### config.mk
export PLATFORM = sky130hd
export DESIGN_NAME = sw_job_sequencer_flat
export DESIGN_NICKNAME = d
export VERILOG_FILES = /design/src/rtl/sw_job_sequencer_if.sv /design/src/rtl/sw_job_sequencer.sv /design/src/flat_wrapper.sv
export SDC_FILE = /design/constraint.sdc
export NUM_CORES = 1
export LEC_CHECK = 0
export BUFFER_PORTS_ARGS = -buffer_cell sky130_fd_sc_hd__buf_2
export CORE_ASPECT_RATIO = 0.9
export CORE_MARGIN = 3
export CORE_UTILIZATION = 52
export DETAILED_ROUTE_END_ITERATION = 8
export GPL_ROUTABILITY_DRIVEN = 0
export PLACE_DENSITY = 0.86
export SYNTH_ARGS = -nofsm -noshare
export SYNTH_HDL_FRONTEND = slang
export SYNTH_SLANG_ARGS = --single-unit
### constraint.sdc
create_clock -name clk -period 4.6 [get_ports clk]
set_input_delay 0.23 -clock clk [delete_from_list [all_inputs] [get_ports clk]]
set_output_delay 0.23 -clock clk [all_outputs]
set_load 0.02 [all_outputs]
### src/rtl/sw_job_sequencer_if.sv
// Bundle between the job sequencer, its T/S memories, the job requester and the systolic array.
// The sequencer takes the master side; o_timeout exists only with SW_JOB_SEQUENCER_WATCHDOG_EN.
interface sw_job_sequencer_if #(
  parameter int PE_SIZE     = 16,
  parameter int PE_SIZE_LOG = 4,
  parameter int VEF_BIT     = 16,
  parameter int T_DEPTH_LOG = 10
);
  logic                   i_job_start;
  logic [15:0]            i_s_len;
  logic [23:0]            i_param;
  logic [T_DEPTH_LOG-1:0] o_t_addr;
  logic [17:0]            i_t_data;
  logic [15:0]            o_s_addr;
  logic [2*PE_SIZE-1:0]   i_s_data;
  logic                   o_set_t;
  logic [17:0]            o_t;
  logic                   i_busy;
  logic                   o_param_valid;
  logic [23:0]            o_param;
  logic                   o_start_cal;
  logic                   i_request_s;
  logic [2*PE_SIZE-1:0]   o_s;
  logic [PE_SIZE_LOG:0]   o_s_valid;
  logic [VEF_BIT-1:0]     i_result;
  logic                   i_valid;
  logic [VEF_BIT-1:0]     o_score;
  logic                   o_done;
  logic                   o_idle;
`ifdef SW_JOB_SEQUENCER_WATCHDOG_EN
  logic                   o_timeout;
`endif

  modport master (
    input  i_job_start, i_s_len, i_param, i_t_data, i_s_data, i_busy,
           i_request_s, i_result, i_valid,
    output o_t_addr, o_s_addr, o_set_t, o_t, o_param_valid, o_param,
           o_start_cal, o_s, o_s_valid, o_score, o_done, o_idle
`ifdef SW_JOB_SEQUENCER_WATCHDOG_EN
    , output o_timeout
`endif
  );

  modport slave (
    output i_job_start, i_s_len, i_param, i_t_data, i_s_data, i_busy,
           i_request_s, i_result, i_valid,
    input  o_t_addr, o_s_addr, o_set_t, o_t, o_param_valid, o_param,
           o_start_cal, o_s, o_s_valid, o_score, o_done, o_idle
`ifdef SW_JOB_SEQUENCER_WATCHDOG_EN
    , input o_timeout
`endif
  );
endinterface

### src/rtl/sw_job_sequencer.sv
// Sequences one Smith-Waterman job: T load, param/start strobes, S streaming on array request (1-cycle
// memory latency), score capture. Waits on i_busy/i_valid; watchdog via SW_JOB_SEQUENCER_WATCHDOG_EN.
module sw_job_sequencer #(
  parameter int PE_SIZE     = 16,
  parameter int PE_SIZE_LOG = 4,
  parameter int VEF_BIT     = 16,
  parameter int T_DEPTH_LOG = 10
) (
  input logic                clk,
  input logic                rst_n,
  sw_job_sequencer_if.master bus
);
  typedef enum logic [2:0] {
    IDLE, LOAD_T, WAIT_BUSY, SET_PARAM, START, STREAM_S, WAIT_RES, DONE
  } state_t;
  typedef logic [PE_SIZE_LOG:0] svld_t;

  state_t                 state_q;
  logic [15:0]            remaining_q;
  logic [23:0]            param_q;
  logic [T_DEPTH_LOG-1:0] t_addr_q;
  logic [T_DEPTH_LOG-1:0] t_idx_q;
  logic                   first_q;
  logic                   set_t_q;
  logic [17:0]            t_q;
  logic                   param_vld_q;
  logic                   start_q;
  logic                   done_q;
  logic [15:0]            s_addr_q;
  svld_t                  s_valid_q;
  logic [VEF_BIT-1:0]     score_q;
  svld_t                  s_take_d;
  logic                   t_last_d;
`ifdef SW_JOB_SEQUENCER_WATCHDOG_EN
  logic                   timeout_q;
  logic [15:0]            wd_q;
  logic                   wd_expire_d;

  assign wd_expire_d = (wd_q == 16'hFFFF);
`endif

  // i_t_data always belongs to the word indexed by t_idx_q (address runs one ahead)
  assign t_last_d = (bus.i_t_data[16:14] != 3'b000) || (t_idx_q == '1);
  assign s_take_d = (remaining_q >= 16'(PE_SIZE)) ? svld_t'(PE_SIZE)
                                                   : remaining_q[PE_SIZE_LOG:0];

  always_ff @(posedge clk or negedge rst_n) begin
    if (!rst_n) begin
      state_q     <= IDLE;
      remaining_q <= '0;
      param_q     <= '0;
      t_addr_q    <= '0;
      t_idx_q     <= '0;
      first_q     <= 1'b0;
      set_t_q     <= 1'b0;
      t_q         <= '0;
      param_vld_q <= 1'b0;
      start_q     <= 1'b0;
      done_q      <= 1'b0;
      s_addr_q    <= '0;
      s_valid_q   <= '0;
      score_q     <= '0;
`ifdef SW_JOB_SEQUENCER_WATCHDOG_EN
      timeout_q   <= 1'b0;
      wd_q        <= '0;
`endif
    end else begin
      set_t_q     <= 1'b0;
      t_q         <= '0;
      param_vld_q <= 1'b0;
      start_q     <= 1'b0;
      done_q      <= 1'b0;
      s_valid_q   <= '0;
`ifdef SW_JOB_SEQUENCER_WATCHDOG_EN
      timeout_q   <= 1'b0;
      wd_q        <= '0;
`endif
      case (state_q)
        IDLE: begin
          // word 0 was read on this edge since the address idles at 0
          if (bus.i_job_start) begin
            remaining_q <= bus.i_s_len;
            param_q     <= bus.i_param;
            t_addr_q    <= T_DEPTH_LOG'(1);
            t_idx_q     <= '0;
            first_q     <= 1'b1;
            s_addr_q    <= '0;
            state_q     <= LOAD_T;
          end
        end
        LOAD_T: begin
          t_q      <= bus.i_t_data;
          set_t_q  <= first_q;
          first_q  <= 1'b0;
          t_addr_q <= t_addr_q + 1'b1;
          t_idx_q  <= t_idx_q + 1'b1;
          if (t_last_d) begin
            t_addr_q <= '0;
            state_q  <= WAIT_BUSY;
          end
        end
        WAIT_BUSY: begin
          if (!bus.i_busy) begin
            param_vld_q <= 1'b1;
            state_q     <= SET_PARAM;
          end
`ifdef SW_JOB_SEQUENCER_WATCHDOG_EN
          else if (wd_expire_d) begin
            timeout_q <= 1'b1;
            state_q   <= IDLE;
          end else begin
            wd_q <= wd_q + 16'd1;
          end
`endif
        end
        SET_PARAM: begin
          start_q <= 1'b1;
          state_q <= START;
        end
        START: begin
          state_q <= (remaining_q == 16'd0) ? WAIT_RES : STREAM_S;
        end
        STREAM_S: begin
          // a score ends the job at once; unsent S words are dropped
          if (bus.i_valid) begin
            score_q <= bus.i_result;
            done_q  <= 1'b1;
            state_q <= DONE;
          end else if (bus.i_request_s && remaining_q != 16'd0) begin
            s_valid_q   <= s_take_d;
            remaining_q <= remaining_q - 16'(s_take_d);
            s_addr_q    <= s_addr_q + 16'd1;
            if (remaining_q == 16'(s_take_d)) begin
              state_q <= WAIT_RES;
            end
          end
        end
        WAIT_RES: begin
          if (bus.i_valid) begin
            score_q <= bus.i_result;
            done_q  <= 1'b1;
            state_q <= DONE;
          end
`ifdef SW_JOB_SEQUENCER_WATCHDOG_EN
          else if (wd_expire_d) begin
            timeout_q <= 1'b1;
            state_q   <= IDLE;
          end else begin
            wd_q <= wd_q + 16'd1;
          end
`endif
        end
        DONE: begin
          state_q <= IDLE;
        end
        default: begin
          state_q <= IDLE;
        end
      endcase
    end
  end

  assign bus.o_t_addr      = t_addr_q;
  assign bus.o_s_addr      = s_addr_q;
  assign bus.o_set_t       = set_t_q;
  assign bus.o_t           = t_q;
  assign bus.o_param_valid = param_vld_q;
  assign bus.o_param       = param_q;
  assign bus.o_start_cal   = start_q;
  // S data arrives from memory in the strobe cycle, so it is gated rather than registered
  assign bus.o_s           = (s_valid_q != '0) ? bus.i_s_data : '0;
  assign bus.o_s_valid     = s_valid_q;
  assign bus.o_score       = score_q;
  assign bus.o_done        = done_q;
  assign bus.o_idle        = (state_q == IDLE);
`ifdef SW_JOB_SEQUENCER_WATCHDOG_EN
  assign bus.o_timeout     = timeout_q;
`endif
endmodule

### src/flat_wrapper.sv
// flat-port wrapper written by rule: the top's interface ports become plain ports
module sw_job_sequencer_flat 
#(
  parameter int PE_SIZE     = 16,
  parameter int PE_SIZE_LOG = 4,
  parameter int VEF_BIT     = 16,
  parameter int T_DEPTH_LOG = 10
)
  (clk, rst_n, bus_i_job_start, bus_i_s_len, bus_i_param, bus_i_t_data, bus_i_s_data, bus_i_busy, bus_i_request_s, bus_i_result, bus_i_valid, bus_o_t_addr, bus_o_s_addr, bus_o_set_t, bus_o_t, bus_o_param_valid, bus_o_param, bus_o_start_cal, bus_o_s, bus_o_s_valid, bus_o_score, bus_o_done, bus_o_idle);
  sw_job_sequencer_if #(.PE_SIZE(PE_SIZE), .PE_SIZE_LOG(PE_SIZE_LOG), .VEF_BIT(VEF_BIT), .T_DEPTH_LOG(T_DEPTH_LOG)) bus_i ();
  input logic clk;
  input logic rst_n;
  input wire logic [$bits(bus_i.i_job_start)-1:0] bus_i_job_start;
  input wire logic [$bits(bus_i.i_s_len)-1:0] bus_i_s_len;
  input wire logic [$bits(bus_i.i_param)-1:0] bus_i_param;
  input wire logic [$bits(bus_i.i_t_data)-1:0] bus_i_t_data;
  input wire logic [$bits(bus_i.i_s_data)-1:0] bus_i_s_data;
  input wire logic [$bits(bus_i.i_busy)-1:0] bus_i_busy;
  input wire logic [$bits(bus_i.i_request_s)-1:0] bus_i_request_s;
  input wire logic [$bits(bus_i.i_result)-1:0] bus_i_result;
  input wire logic [$bits(bus_i.i_valid)-1:0] bus_i_valid;
  output wire logic [$bits(bus_i.o_t_addr)-1:0] bus_o_t_addr;
  output wire logic [$bits(bus_i.o_s_addr)-1:0] bus_o_s_addr;
  output wire logic [$bits(bus_i.o_set_t)-1:0] bus_o_set_t;
  output wire logic [$bits(bus_i.o_t)-1:0] bus_o_t;
  output wire logic [$bits(bus_i.o_param_valid)-1:0] bus_o_param_valid;
  output wire logic [$bits(bus_i.o_param)-1:0] bus_o_param;
  output wire logic [$bits(bus_i.o_start_cal)-1:0] bus_o_start_cal;
  output wire logic [$bits(bus_i.o_s)-1:0] bus_o_s;
  output wire logic [$bits(bus_i.o_s_valid)-1:0] bus_o_s_valid;
  output wire logic [$bits(bus_i.o_score)-1:0] bus_o_score;
  output wire logic [$bits(bus_i.o_done)-1:0] bus_o_done;
  output wire logic [$bits(bus_i.o_idle)-1:0] bus_o_idle;
  assign bus_i.i_job_start = bus_i_job_start;
  assign bus_i.i_s_len = bus_i_s_len;
  assign bus_i.i_param = bus_i_param;
  assign bus_i.i_t_data = bus_i_t_data;
  assign bus_i.i_s_data = bus_i_s_data;
  assign bus_i.i_busy = bus_i_busy;
  assign bus_i.i_request_s = bus_i_request_s;
  assign bus_i.i_result = bus_i_result;
  assign bus_i.i_valid = bus_i_valid;
  assign bus_o_t_addr = bus_i.o_t_addr;
  assign bus_o_s_addr = bus_i.o_s_addr;
  assign bus_o_set_t = bus_i.o_set_t;
  assign bus_o_t = bus_i.o_t;
  assign bus_o_param_valid = bus_i.o_param_valid;
  assign bus_o_param = bus_i.o_param;
  assign bus_o_start_cal = bus_i.o_start_cal;
  assign bus_o_s = bus_i.o_s;
  assign bus_o_s_valid = bus_i.o_s_valid;
  assign bus_o_score = bus_i.o_score;
  assign bus_o_done = bus_i.o_done;
  assign bus_o_idle = bus_i.o_idle;
  sw_job_sequencer #(.PE_SIZE(PE_SIZE), .PE_SIZE_LOG(PE_SIZE_LOG), .VEF_BIT(VEF_BIT), .T_DEPTH_LOG(T_DEPTH_LOG)) u_core (.clk(clk), .rst_n(rst_n), .bus(bus_i));
endmodule
### Word level (Yosys, flattened, before mapping)

Cells that the tools add are included.

| word-level totals | value |
|---|---|
| logic and storage cells | 87 |
| input port bits | 112 |
| flip-flop bits (word level) | 123 |
| output and inout port bits | 126 |

| cells by class | value |
|---|---|
| magnitude comparators | 1 |
| muxes and demuxes | 36 |
| reductions and logical operators | 15 |
| add/sub/neg operators | 4 |
| equal/unequal tests | 17 |

Operator list:

| operator | count |
|---|---|
| two-way mux 16 bit | 6 |
| one-hot mux 16 bit (2 select lines) | 2 |
| one-hot mux 10 bit (2 select lines) | 2 |
| two-way mux 32 bit | 1 |
| two-way mux 10 bit | 3 |
| one-hot mux 3 bit (8 select lines) | 1 |
| two-way mux 3 bit | 7 |
| adder 10 x 1 -> 10 bit (second input constant) | 2 |
| two-way mux 5 bit | 4 |
| two-way mux 18 bit | 1 |
| adder 16 x 1 -> 16 bit (second input constant) | 1 |
| == test 16 x 5 -> 1 bit | 1 |
| greater-or-equal comparator 16 x 5 -> 1 bit (second input constant) | 1 |
| zero test 16 bit | 1 |
| nonzero test 16 bit | 1 |
| subtractor 16 x 5 -> 16 bit | 1 |
| == test 3 bit (second input constant) | 4 |
| == test 10 bit (second input constant) | 1 |
| != test 2 bit (second input constant) | 4 |
| two-way mux 1 bit | 7 |
| == test 3 x 2 -> 1 bit (second input constant) | 2 |
| != test 3 x 2 -> 1 bit (second input constant) | 2 |
| AND reduction 2 bit | 3 |
| AND reduction 6 bit | 1 |
| 12 further kinds | 14 |

### Longest topological paths before layout

Gate-level depths: netlist (run 1).

| depth | value |
|---|---|
| depth in word-level cells | 7 |
| gate-level depth with buffers | 9 |

### Worst setup path before layout (run 1)

Ideal clock, no wire load.

| timing | value |
|---|---|
| path type | register to register |
| start | register u_core.state_q[1] |
| end | register u_core.s_addr_q[4], in the netlist u_core.bus.o_s_addr[4] |
| path slack | 2.574 ns |
| arrival time | 1.890 ns |
| data required time | 4.464 ns |
| clock period less this slack | 2.026 ns |
| cell stages (with the launch flop) | 8 |
| library setup time | 0.136 ns |
| cells stage by stage | dfrtp_1 > clkbuf_1 > nor3_1 > nand2_1 > o21a_1 > buf_2 > o21ai_0 > o21ai_0 |

| between the ends | value |
|---|---|
| word-level cells in the longest chain between the ends | 3 |
| elaborated cells between the ends (all ways) | 8 |
| classes of those cells | eq/ne: 4; mux: 1; reduce/logical: 3 |

Ends and longest elaborated chain:

| element | line | text |
|---|---|---|
| from (decl) | sw_job_sequencer.sv:18 | `state_t state_q;` |
| from (signal assigned) | sw_job_sequencer.sv:121 | `state_q <= (remaining_q == 16'd0) ? WAIT_RES : STREAM_S;` |
| zero test 3 bit * | -- |  |
| named net bus_o_idle | flat_wrapper.sv:33 | `output wire logic [$bits(bus_i.o_idle)-1:0] bus_o_idle;` |
| != test 2 bit (no source line) / nonzero test 2 bit (equally long branches) | -- |  |
| AND reduction 4 bit (no source line) | -- |  |
| to (signal assigned) | sw_job_sequencer.sv:132 | `s_addr_q <= s_addr_q + 16'd1;` |
| to (decl) | sw_job_sequencer.sv:29 | `logic [15:0] s_addr_q;` |

Mark *: on every way through the listed nets, which the timed path passes. The rest lies on a longest branch.
A chain may end at the register's enable or synchronous reset.

### Worst setup path in the final report (run 1)

| timing | value |
|---|---|
| start | register u_core.remaining_q[4] |
| end | register u_core.remaining_q[6] |

| between the ends | value |
|---|---|
| word-level cells in the longest chain between the ends | 6 |
| elaborated cells between the ends (all ways) | 10 |
| classes of those cells | add/sub: 1; order compare: 1; eq/ne: 1; mux: 4; reduce/logical: 3 |

Ends and longest elaborated chain:

| element | line | text |
|---|---|---|
| from (decl) | sw_job_sequencer.sv:19 | `logic [15:0] remaining_q;` |
| from (signal assigned) | sw_job_sequencer.sv:82 | `remaining_q <= bus.i_s_len;` |
| from (signal assigned) | sw_job_sequencer.sv:131 | `remaining_q <= remaining_q - 16'(s_take_d);` |
| greater-or-equal comparator 16 x 5 -> 1 bit | sw_job_sequencer.sv:44 | `assign s_take_d = (remaining_q >= 16'(PE_SIZE)) ? svld_t'(PE_SIZE)` |
| two-way mux 5 bit | sw_job_sequencer.sv:44 |  |
| subtractor 16 x 5 -> 16 bit | sw_job_sequencer.sv:131 |  |
| two-way mux 16 bit | sw_job_sequencer.sv:129 | `end else if (bus.i_request_s && remaining_q != 16'd0) begin` |
| two-way mux 16 bit | sw_job_sequencer.sv:125 | `if (bus.i_valid) begin` |
| one-hot mux 16 bit (2 select lines) | sw_job_sequencer.sv:78 | `case (state_q)` |

Several ways; a longest one is shown, not always the timed one. The select of a mux whose other input is x is not followed.

==> metrics.yaml, run 1 <==
timing:
  worst_slew_pin_slew_ns: 1.12
  tns_ns: 0
  fin_crit_sh_pct: 65.0
  setup_viol: 0
  hold_viol: 0
  clock_skew_ns: 0.00925
  period_minus_slack_ns: 2.99
  max_freq_mhz: 334
  grt_setup_unrepaired: "no"
  relSlewSlack_pct: 24.7
  slew_violations: 0
global_routing:
  grt_max_degree: 68
  grt_pass1_wl_um: 25700
  antenna_found_initial: 0
  grt_pass1_vias: 5201
  grt_overflow: 0
  grt_use_total_pct: 26.4
yosys:
  ys_async_sr_fraction_pct: 100
  postSynthCellCount: 601
  yosys_warnings: 0
  synth_top_flop_cell: "dfrtp_1"
  synth_seq_cells: 123
  avgSynthCellArea_sq_um: 9.60
  synth_edf_count: 0
  ys_seq_area_share_pct: 53.4
  ys_types: 53
  synth_area_sq_um: 5770
  syn_nets: 717
flow_run:
  drv_cap: 0
critical_path:
  max_stage_delay_ns: 0.71
  cp.required_ns: 4.88
  r2r_slack_ns: 1.61
  endpoint_kind: "register"
  crit_path_start_kind: "register"
  crit_chain: "nor4_1 -> and4_1 -> o21a_1 -> nor2_1 -> o22a_1"
  rr_startpoint: "u_core.remaining_q[4]$_DFFE_PN0P_"
  slowest_stage: "and4_1"
  r2r.worst_path.cells: 5
  crit_fanout: 22
  cp.arrival_ns: 3.27
  crit_type: "reg -> reg"
  reg2reg_to: "u_core.remaining_q[6]$_DFFE_PN0P_"
power_and_ir_drop:
  design_power_total_mw: 4.68
  vdd_drop_max_uv: 412
  power_leakage_nw: 3.94
  powerDensity_nw_per_um2: 610
clock_tree:
  cts.sinks: 123
  htree_levels: 4
  cts_tree: "yes"
  cts.repair.resized: 0
  numCtsBuffers: 17
  cts_root_buf: "clkbuf_16"
  cts_buffer_depth: 2
  clkTransAtPathRegs_ns: 0.06
  clk_latency_ns: 0.40
floorplan:
  die_x_um: 117
  die_h_um: 106
  core.rowCount: 35
  ios: 238
  fp.dieArea_sq_um: 12400
  start_util_pct: 54.9
  core_area_sq_um: 10500
cells_and_area:
  final_layout_size_suffix_gt1_share_pct: 35.9
  nets: 948
  finish.utilization_pct: 73.0
  final_cell_mix: "buf_2 (236), dfrtp_1 (123), nand2_1 (115)"
  layout_commonest_cell: "buf_2"
  synthToLayoutAreaGrowth_pct: 32.9
  antenna_cells: 0
hold_path:
  hold_start: "bus_i_param[13]"
  hp-class: "in -> reg"
  min_path_cells: 3
  holdPathEnd: "u_core.bus.o_param[13]$_DFFE_PN0P_"
detailed_routing:
  routed_wirelength_um: 16600
  wire_per_inst_um: 17.1
  viasPerCell: 5.64
  route.detailed.drc: 0
  ant_nets: 0
  vias: 5484
  first_pass_iters: 5
  drt_iter0_drc: 538
run_status:
  status: "finished clean"
placed_design:
  hpwl_um: 11700
  portBuffers: 237
-- through the flow --
step	instance area (sq um)	setup WS, ns	hold WS, ns	cells
4_1_cts	7670	1.75	0.00671	973
2_1_floorplan	5770	2.57	-0.0656	601
3_3_place_gp	7040	1.96	0.380	941
3_5_place_dp	7040	1.78	0.387	941
6_report	7670	1.61	0.0160	973
5_1_grt	7670	1.46	0.0145	973
-- final cells by class --
class                      count  area, sq um
sequential                   123         3080
clock inverter                10          139
clock buffer                  21          480
multi-input combinational    442         2550
inverter                       5         18.8
timing repair buffer         243         1240
fill                         749         2840
tap                          129          161
-- Yosys cell counts, types with 3 or more instances --
cell type	n	area, sq um
a22oi_1	4	30.0
xnor2_1	13	114
ha_1	4	50.1
o22a_1	5	43.8
nand2b_1	5	31.3
nor3_1	18	90.1
o31ai_1	5	37.5
and3_1	7	43.8
mux2_2	17	191
or4_1	4	30.0
clkbuf_1	23	86.3
o21ai_0	41	205
and2_1	25	156
buf_2	7	35.0
a22o_1	4	35.0
nand4_1	5	31.3
nand3_1	17	85.1
inv_1	5	18.8
a31oi_1	9	56.3
nand2_1	115	432
dfrtp_1	123	3080
nor4_1	10	62.6
o211ai_1	3	22.5
nor2_1	41	154
a21oi_1	18	90.1
o22ai_1	3	18.8
and4_1	4	35.0
nor2b_1	34	213
-- registers in the layout, summed over array words and instances (netlist names) --
signal,flops
u_core.bus.o_done,1
u_core.bus.o_param,24
u_core.bus.o_param_valid,1
u_core.bus.o_s_addr,16
u_core.bus.o_s_valid,5
u_core.bus.o_score,16
u_core.bus.o_set_t,1
u_core.bus.o_start_cal,1
u_core.bus.o_t,18
u_core.bus.o_t_addr,10
u_core.first_q,1
u_core.remaining_q,16
u_core.state_q,3
u_core.t_idx_q,10
-- metal layers --
metal,global-route usage [%],part of all wire (%),up-vias
met2,47.2,53,272
met4,9.09,2.4,0
met5,0,0,-
met1,31.3,38,2633
met3,5.52,7.0,36
li1,-,-,2543
-- report_power, final --
part / internal, mW / switching (mW) / total, mW
Clock: 0.906 / 0.469 / 1.38
Sequential: 1.42 / 0.287 / 1.70
Combinational: 0.582 / 1.02 / 1.60
-- how the worst max path moves through the flow --
stage | start | end | slack [ns] | depth (start not counted)
global placement | u_core.remaining_q[13]$_DFFE_PN0P_ | u_core.remaining_q[6]$_DFFE_PN0P_ | 1.96 | 5
finish | u_core.remaining_q[4]$_DFFE_PN0P_ | u_core.remaining_q[6]$_DFFE_PN0P_ | 1.61 | 5
CTS | u_core.remaining_q[1]$_DFFE_PN0P_ | u_core.remaining_q[6]$_DFFE_PN0P_ | 1.75 | 5
floorplan | u_core.state_q[1]$_DFFE_PN0P_ | u_core.bus.o_s_addr[4]$_DFFE_PN0P_ | 2.57 | 7
global route | u_core.remaining_q[4]$_DFFE_PN0P_ | u_core.remaining_q[6]$_DFFE_PN0P_ | 1.46 | 5
detailed placement | u_core.remaining_q[1]$_DFFE_PN0P_ | u_core.remaining_q[6]$_DFFE_PN0P_ | 1.78 | 5
-- cells by family after synthesis --
kind of cell,Yosys count,share of synthesized area (%)
other cells,1,0.0650
flops,123,53.4
simple gates,300,26.1
fa+ha+maj,4,0.868
xor+xnor,14,2.13
mux,17,3.32
compound gates,106,11.7
buf+inv,36,2.49
-- critical path: cells and delay by family, from the launching register on --
| kind | cells | cell delay [ns] |
|---|---|---|
| AO/OA/AOI/OAI | 2 | 0.86 |
| flip-flops | 1 | 0.49 |
| AND/OR/NAND/NOR | 3 | 1.51 |
-- repair_timing --
action	CTS	global route
buffers inserted	0	0
hold endpoints to repair	66	0
hold buffers	1	0
No activity file was read; power rests on OpenSTA's default activity.
==> run 2: changes to the inputs <==
--- a/config.mk
+++ b/config.mk
@@ -8,10 +8,10 @@
 export BUFFER_PORTS_ARGS = -buffer_cell sky130_fd_sc_hd__buf_2
 export CORE_ASPECT_RATIO = 0.9
 export CORE_MARGIN = 3
-export CORE_UTILIZATION = 52
+export CORE_UTILIZATION = 48
 export DETAILED_ROUTE_END_ITERATION = 8
 export GPL_ROUTABILITY_DRIVEN = 0
-export PLACE_DENSITY = 0.86
+export PLACE_DENSITY = 0.8
 export SYNTH_ARGS = -nofsm -noshare
 export SYNTH_HDL_FRONTEND = slang
 export SYNTH_SLANG_ARGS = --single-unit
==> constraint.sdc (replaced) <==
create_clock -name clk -period 2.9 [get_ports clk]
set_input_delay 0.145 -clock clk [delete_from_list [all_inputs] [get_ports clk]]
set_output_delay 0.145 -clock clk [all_outputs]
set_load 0.02 [all_outputs]
==> run 2 against run 1 <==
Compared with the run above: register-to-register slack worse by 1.3 ns; wire length up 11%; clock power up 57%; total power up 61%; critical path depth unchanged; via count up 6.5%; worst setup slack worse by 1.3 ns; first-iteration DRC count down 13%; flip-flop and latch count unchanged; core utilization down 0.52 points; clock-buffer cell count unchanged; global-route usage up 0.23 points.
==> metrics.yaml, run 2 (synthesis results as in run 1) <==
timing:
  timing.final.ws_setup_ns: 0.349
  grt_setup_unrepaired: "no"
  fin_crit_sh_pct: 88.0
  tns_ns: 0
  slew_violations: 0
  setup_viol: 0
  max_freq_mhz: 392
  period_minus_slack_ns: 2.55
  worst_slew_pin_slew_ns: 0.969
  relSlewSlack_pct: 35.2
  clock_skew_ns: 0.0190
  hold_viol: 0
power_and_ir_drop:
  swShare_pct: 38.3
  power.internal_mw: 4.65
  powerDensity_nw_per_um2: 899
  vdd_drop_max_uv: 704
  power_frac_clock_pct: 28.6
  combPwrFrac_pct: 35.7
  power_leakage_nw: 4.24
  p_switching_mw: 2.89
  power_frac_seq_pct: 35.7
critical_path:
  crit_type: "reg -> reg"
  endpoint_kind: "register"
  slowest_stage: "nor4_1"
  max_stage_delay_ns: 0.71
  cp.arrival_ns: 2.84
  crit_chain: "nor4_1 -> and4_1 -> o21a_1 -> nor2_1 -> o22a_1"
  crit_family: "simple AND/OR/NAND/NOR gates"
  crit_path_start_kind: "register"
  cp.required_ns: 3.19
  crit_fanout: 22
  critical_path_buf_inv_count: 0
global_routing:
  grt_use_met1_pct: 29.2
  grtUsageMet2_pct: 48.2
  grt_use_total_pct: 26.7
  grt_pass1_wl_um: 27800
  grt-busiest-layer: "met2"
  use_met3_pct: 6.58
  grt_overflow: 0
  antenna_found_initial: 1
  grt_pass1_vias: 5624
  grt_max_degree: 78
placed_design:
  portBuffers: 237
  pre_cts_ws_ns: 0.473
  hpwl_um: 11700
cells_and_area:
  fillers: 807
  nets: 1018
  largest_register_ffs: 24
  final_layout_size_suffix_gt1_share_pct: 33.9
  final_cell_mix: "buf_2 (236), dfrtp_1 (123), nand2_1 (115)"
  synthToLayoutAreaGrowth_pct: 45.3
  layout_commonest_cell: "buf_2"
  seqCellArea_sq_um: 3080
  multi_input_area_sq_um: 2550
run_status:
  status: "finished clean"
floorplan:
  ios: 238
  fp.dieArea_sq_um: 13400
  core_area_sq_um: 11600
  core.rowCount: 37
  die_x_um: 122
  die_h_um: 110
  start_util_pct: 49.8
clock_tree:
  cts.sinks: 123
  cts_root_buf: "clkbuf_16"
  numCtsBuffers: 17
  htree_levels: 4
  cts_tree: "yes"
  cts_buffer_depth: 2
  clk_latency_ns: 0.42
  clkTransAtPathRegs_ns: 0.06
  cts_setup_buffers: 0
  cts.repair.resized: 0
detailed_routing:
  first_pass_iters: 6
  viasPerCell: 5.44
  ant_nets: 0
  drt_iter0_drc: 467
  wire_per_inst_um: 17.3
  vias: 5838
  route.detailed.drc: 0
  routed_wirelength_um: 18500
flow_run:
  drv_cap: 0
hold_path:
  hp-class: "in -> reg"
==> run 2: worst min-delay path: cells and delay by family <==
family / cells / cell delay [ns]
buf+inv: 1 / 0.09
compound gates: 2 / 0.18
==> run 2: routing by layer <==
metal | up-vias | routed length [um]
met2 | 294 | 9710
met3 | 52 | 1430
li1 | 2697 | -
met1 | 2795 | 6580
met4 | 0 | 800
met5 | - | 0
==> run 2: through the flow <==
step           instance area, sq um  total power, mW  util [%]  hold slack, ns  instances
5_1_grt                        8380             7.94      72.4          0.0525       1072
2_1_floorplan                  5770             4.33         -          -0.151        601
3_5_place_dp                   7150             5.25      61.7           0.196        976
6_report                       8380             7.54      72.4          0.0539       1073
4_1_cts                        8380             7.49      72.4          0.0304       1071
3_3_place_gp                   7150             5.12      61.7           0.193        976
==> run 2: cell type report <==
| type | instances | area share (%) |
|---|---|---|
| flip-flops and latches | 123 | 36.7 |
| multi-input cells | 442 | 30.5 |
| repair buffers | 313 | 23.0 |
| clock buffers | 21 | 5.49 |
| well taps | 156 | 2.33 |
| clock inverters | 11 | 1.70 |
| inverters | 5 | 0.224 |
| diodes | 2 | 0.0597 |
==> run 2: power groups by stage <==
stage / sequential, mW / clock, mW / combinational [mW]
floorplan: 3.04 / 0 / 1.30
global placement: 2.64 / 0 / 2.48
detailed placement: 2.67 / 0 / 2.57
CTS: 2.66 / 2.17 / 2.66
global route: 2.75 / 2.25 / 2.94
finish: 2.69 / 2.16 / 2.69
==> run 2: final timing paths <==
kind,slack [ns],cells past startpoint,startpoint,to
worst max-delay path,0.35,5,u_core.remaining_q[4]$_DFFE_PN0P_,u_core.remaining_q[6]$_DFFE_PN0P_
worst min-delay path,0.05,3,bus_i_s_len[2],u_core.remaining_q[2]$_DFFE_PN0P_
worst max register to register,0.35,5,u_core.remaining_q[4]$_DFFE_PN0P_,u_core.remaining_q[6]$_DFFE_PN0P_
worst min register to register,0.47,2,u_core.bus.o_param[6]$_DFFE_PN0P_,u_core.bus.o_param[6]$_DFFE_PN0P_
max in group asynchronous,1.76,3,rst_n,u_core.remaining_q[7]$_DFFE_PN0P_
min in group asynchronous,0.28,2,rst_n,u_core.bus.o_param[3]$_DFFE_PN0P_
==> run 2: repair_timing <==
action                     4_1_cts  5_1_grt
setup endpoints to repair        0        0
hold endpoints to repair       108        0
hold buffers                    63        0
==> run 3: changes to the inputs <==
--- a/config.mk
+++ b/config.mk
@@ -5,13 +5,12 @@
 export SDC_FILE = /design/constraint.sdc
 export NUM_CORES = 1
 export LEC_CHECK = 0
-export BUFFER_PORTS_ARGS = -buffer_cell sky130_fd_sc_hd__buf_2
 export CORE_ASPECT_RATIO = 0.9
 export CORE_MARGIN = 3
-export CORE_UTILIZATION = 48
+export CORE_UTILIZATION = 40
 export DETAILED_ROUTE_END_ITERATION = 8
+export DONT_BUFFER_PORTS = 1
 export GPL_ROUTABILITY_DRIVEN = 0
-export PLACE_DENSITY = 0.8
 export SYNTH_ARGS = -nofsm -noshare
 export SYNTH_HDL_FRONTEND = slang
 export SYNTH_SLANG_ARGS = --single-unit
==> run 3 against run 2 <==
Compared with the run above: the run now ends with hold timing left; clock power down 6%; sequential power is 20% higher; via count decreased by 19%; largest power group unchanged; clock-buffer cell count down 4.
==> metrics.yaml, run 3 (synthesis results as in run 1) <==
timing:
  worst_slew_pin_slew_ns: 1.01
  clock_skew_ns: 0.00748
  relSlewSlack_pct: 32.2
  slew_violations: 0
  grt_setup_unrepaired: "no"
  fin_crit_sh_pct: 79.3
  setup_viol: 0
  tns_ns: 0
  fin_hold_ws_ns: -0.566
  hold_viol: 123
  period_minus_slack_ns: 2.30
  max_freq_mhz: 435
  timing.final.ws_setup_ns: 0.600
floorplan:
  core_area_sq_um: 13700
  fp.dieArea_sq_um: 15900
  ios: 238
  die_x_um: 133
  start_util_pct: 42.1
  core.rowCount: 40
  die_h_um: 120
detailed_routing:
  routed_wirelength_um: 15700
  wire_per_inst_um: 17.9
  drt_iter0_drc: 364
  viasPerCell: 5.41
  ant_nets: 0
  first_pass_iters: 5
  route.detailed.drc: 0
  vias: 4744
power_and_ir_drop:
  vdd_drop_max_uv: 486
  power_leakage_nw: 3.18
  powerDensity_nw_per_um2: 946
clock_tree:
  cts_tree: "yes"
  cts.sinks: 123
  clk_latency_ns: 0.41
  cts_root_buf: "clkbuf_16"
  cts.repair.resized: 0
  clkTransAtPathRegs_ns: 0.06
  ctsHoldBuffers: 73
  htree_levels: 4
  cts_setup_buffers: 0
  numCtsBuffers: 17
  cts_buffer_depth: 2
global_routing:
  grt_max_degree: 124
  grt_use_total_pct: 19.6
  grt_pass1_vias: 4889
  grt_overflow: 0
  grt_pass1_wl_um: 25100
  antenna_found_initial: 1
critical_path:
  endpoint_kind: "register"
  max_stage_delay_ns: 0.54
  slowest_stage: "nor4_1"
  cp.arrival_ns: 2.59
  crit_chain: "nor4_1 -> and4_1 -> o21a_1 -> buf_12 -> a21oi_1 -> o22a_1"
  r2r_slack_ns: 0.60
  cp.required_ns: 3.19
  crit_path_start_kind: "register"
  crit_type: "reg -> reg"
  crit_fanout: 13
cells_and_area:
  final_layout_size_suffix_gt1_share_pct: 11.0
  nets: 793
  final_cell_mix: "dfrtp_1 (123), nand2_1 (115), dlygate4sd3_1 (73)"
  synthToLayoutAreaGrowth_pct: 26.9
  antenna_cells: 0
  layout_commonest_cell: "dfrtp_1"
  final-instance-count-excl-fill: 877
  finish.utilization_pct: 53.4
  largest_register_ffs: 24
placed_design:
  post-place-cells: 774
  portBuffers: 0
  hpwl_um: 10500
  pre_cts_ws_ns: 0.663
run_status:
  violations: "hold timing"
  status: "complete, but fails checks"
hold_path:
  hp-class: "in -> async"
flow_run:
  drv_cap: 0
run 3: area by class of cell:
class / instances / area, sq um
sequential: 123 / 3080
multi-input combinational: 442 / 2560
clock buffer: 17 / 425
inverter: 5 / 18.8
clock inverter: 13 / 149
timing repair buffer: 88 / 856
tap: 189 / 236
fill: 1241 / 6390
run 3: final timing paths:
path / startpoint / to / cells past startpoint
setup / recovery: u_core.remaining_q[4]$_DFFE_PN0P_ / u_core.remaining_q[12]$_DFFE_PN0P_ / 6
hold / removal: rst_n / u_core.bus.o_param[18]$_DFFE_PN0P_ / 0
setup reg to reg: u_core.remaining_q[4]$_DFFE_PN0P_ / u_core.remaining_q[12]$_DFFE_PN0P_ / 6
hold reg to reg: u_core.first_q$_DFFE_PN0P_ / u_core.first_q$_DFFE_PN0P_ / 2
max in group asynchronous: rst_n / u_core.t_idx_q[1]$_DFFE_PN0P_ / 0
min in group clk: bus_i_s_len[9] / u_core.remaining_q[9]$_DFFE_PN0P_ / 3
run 3: report_power, final:
part / internal (mW) / leakage [nW] / switching, mW
clock network: 1.26 / 0.260 / 0.784
logic: 0.725 / 1.32 / 0.933
registers: 2.25 / 1.59 / 0.981
run 3: worst max-delay path: cells and delay by family, from the launching register on:
family / cells / cell delay [ns]
simple gates: 2 / 0.83
compound gates: 3 / 0.65
flops: 1 / 0.50
buf+inv: 1 / 0.19
run 3: routing by layer:
metal	global-route usage, %	vias up	part of all wire [%]
met4	4.68	0	0.90
li1	-	2236	-
met3	6.62	15	7.2
met1	22.5	2299	40
met5	0	-	0
met2	35.3	194	52
run 3: metrics by stage:
step,cell area (sq um),power (mW),hold WS [ns]
2_1_floorplan,5770,4.33,-0.151
3_3_place_gp,6020,4.74,-0.147
3_5_place_dp,6020,4.82,-0.148
4_1_cts,7320,6.98,-0.595
5_1_grt,7320,7.35,-0.599
6_report,7320,6.93,-0.566
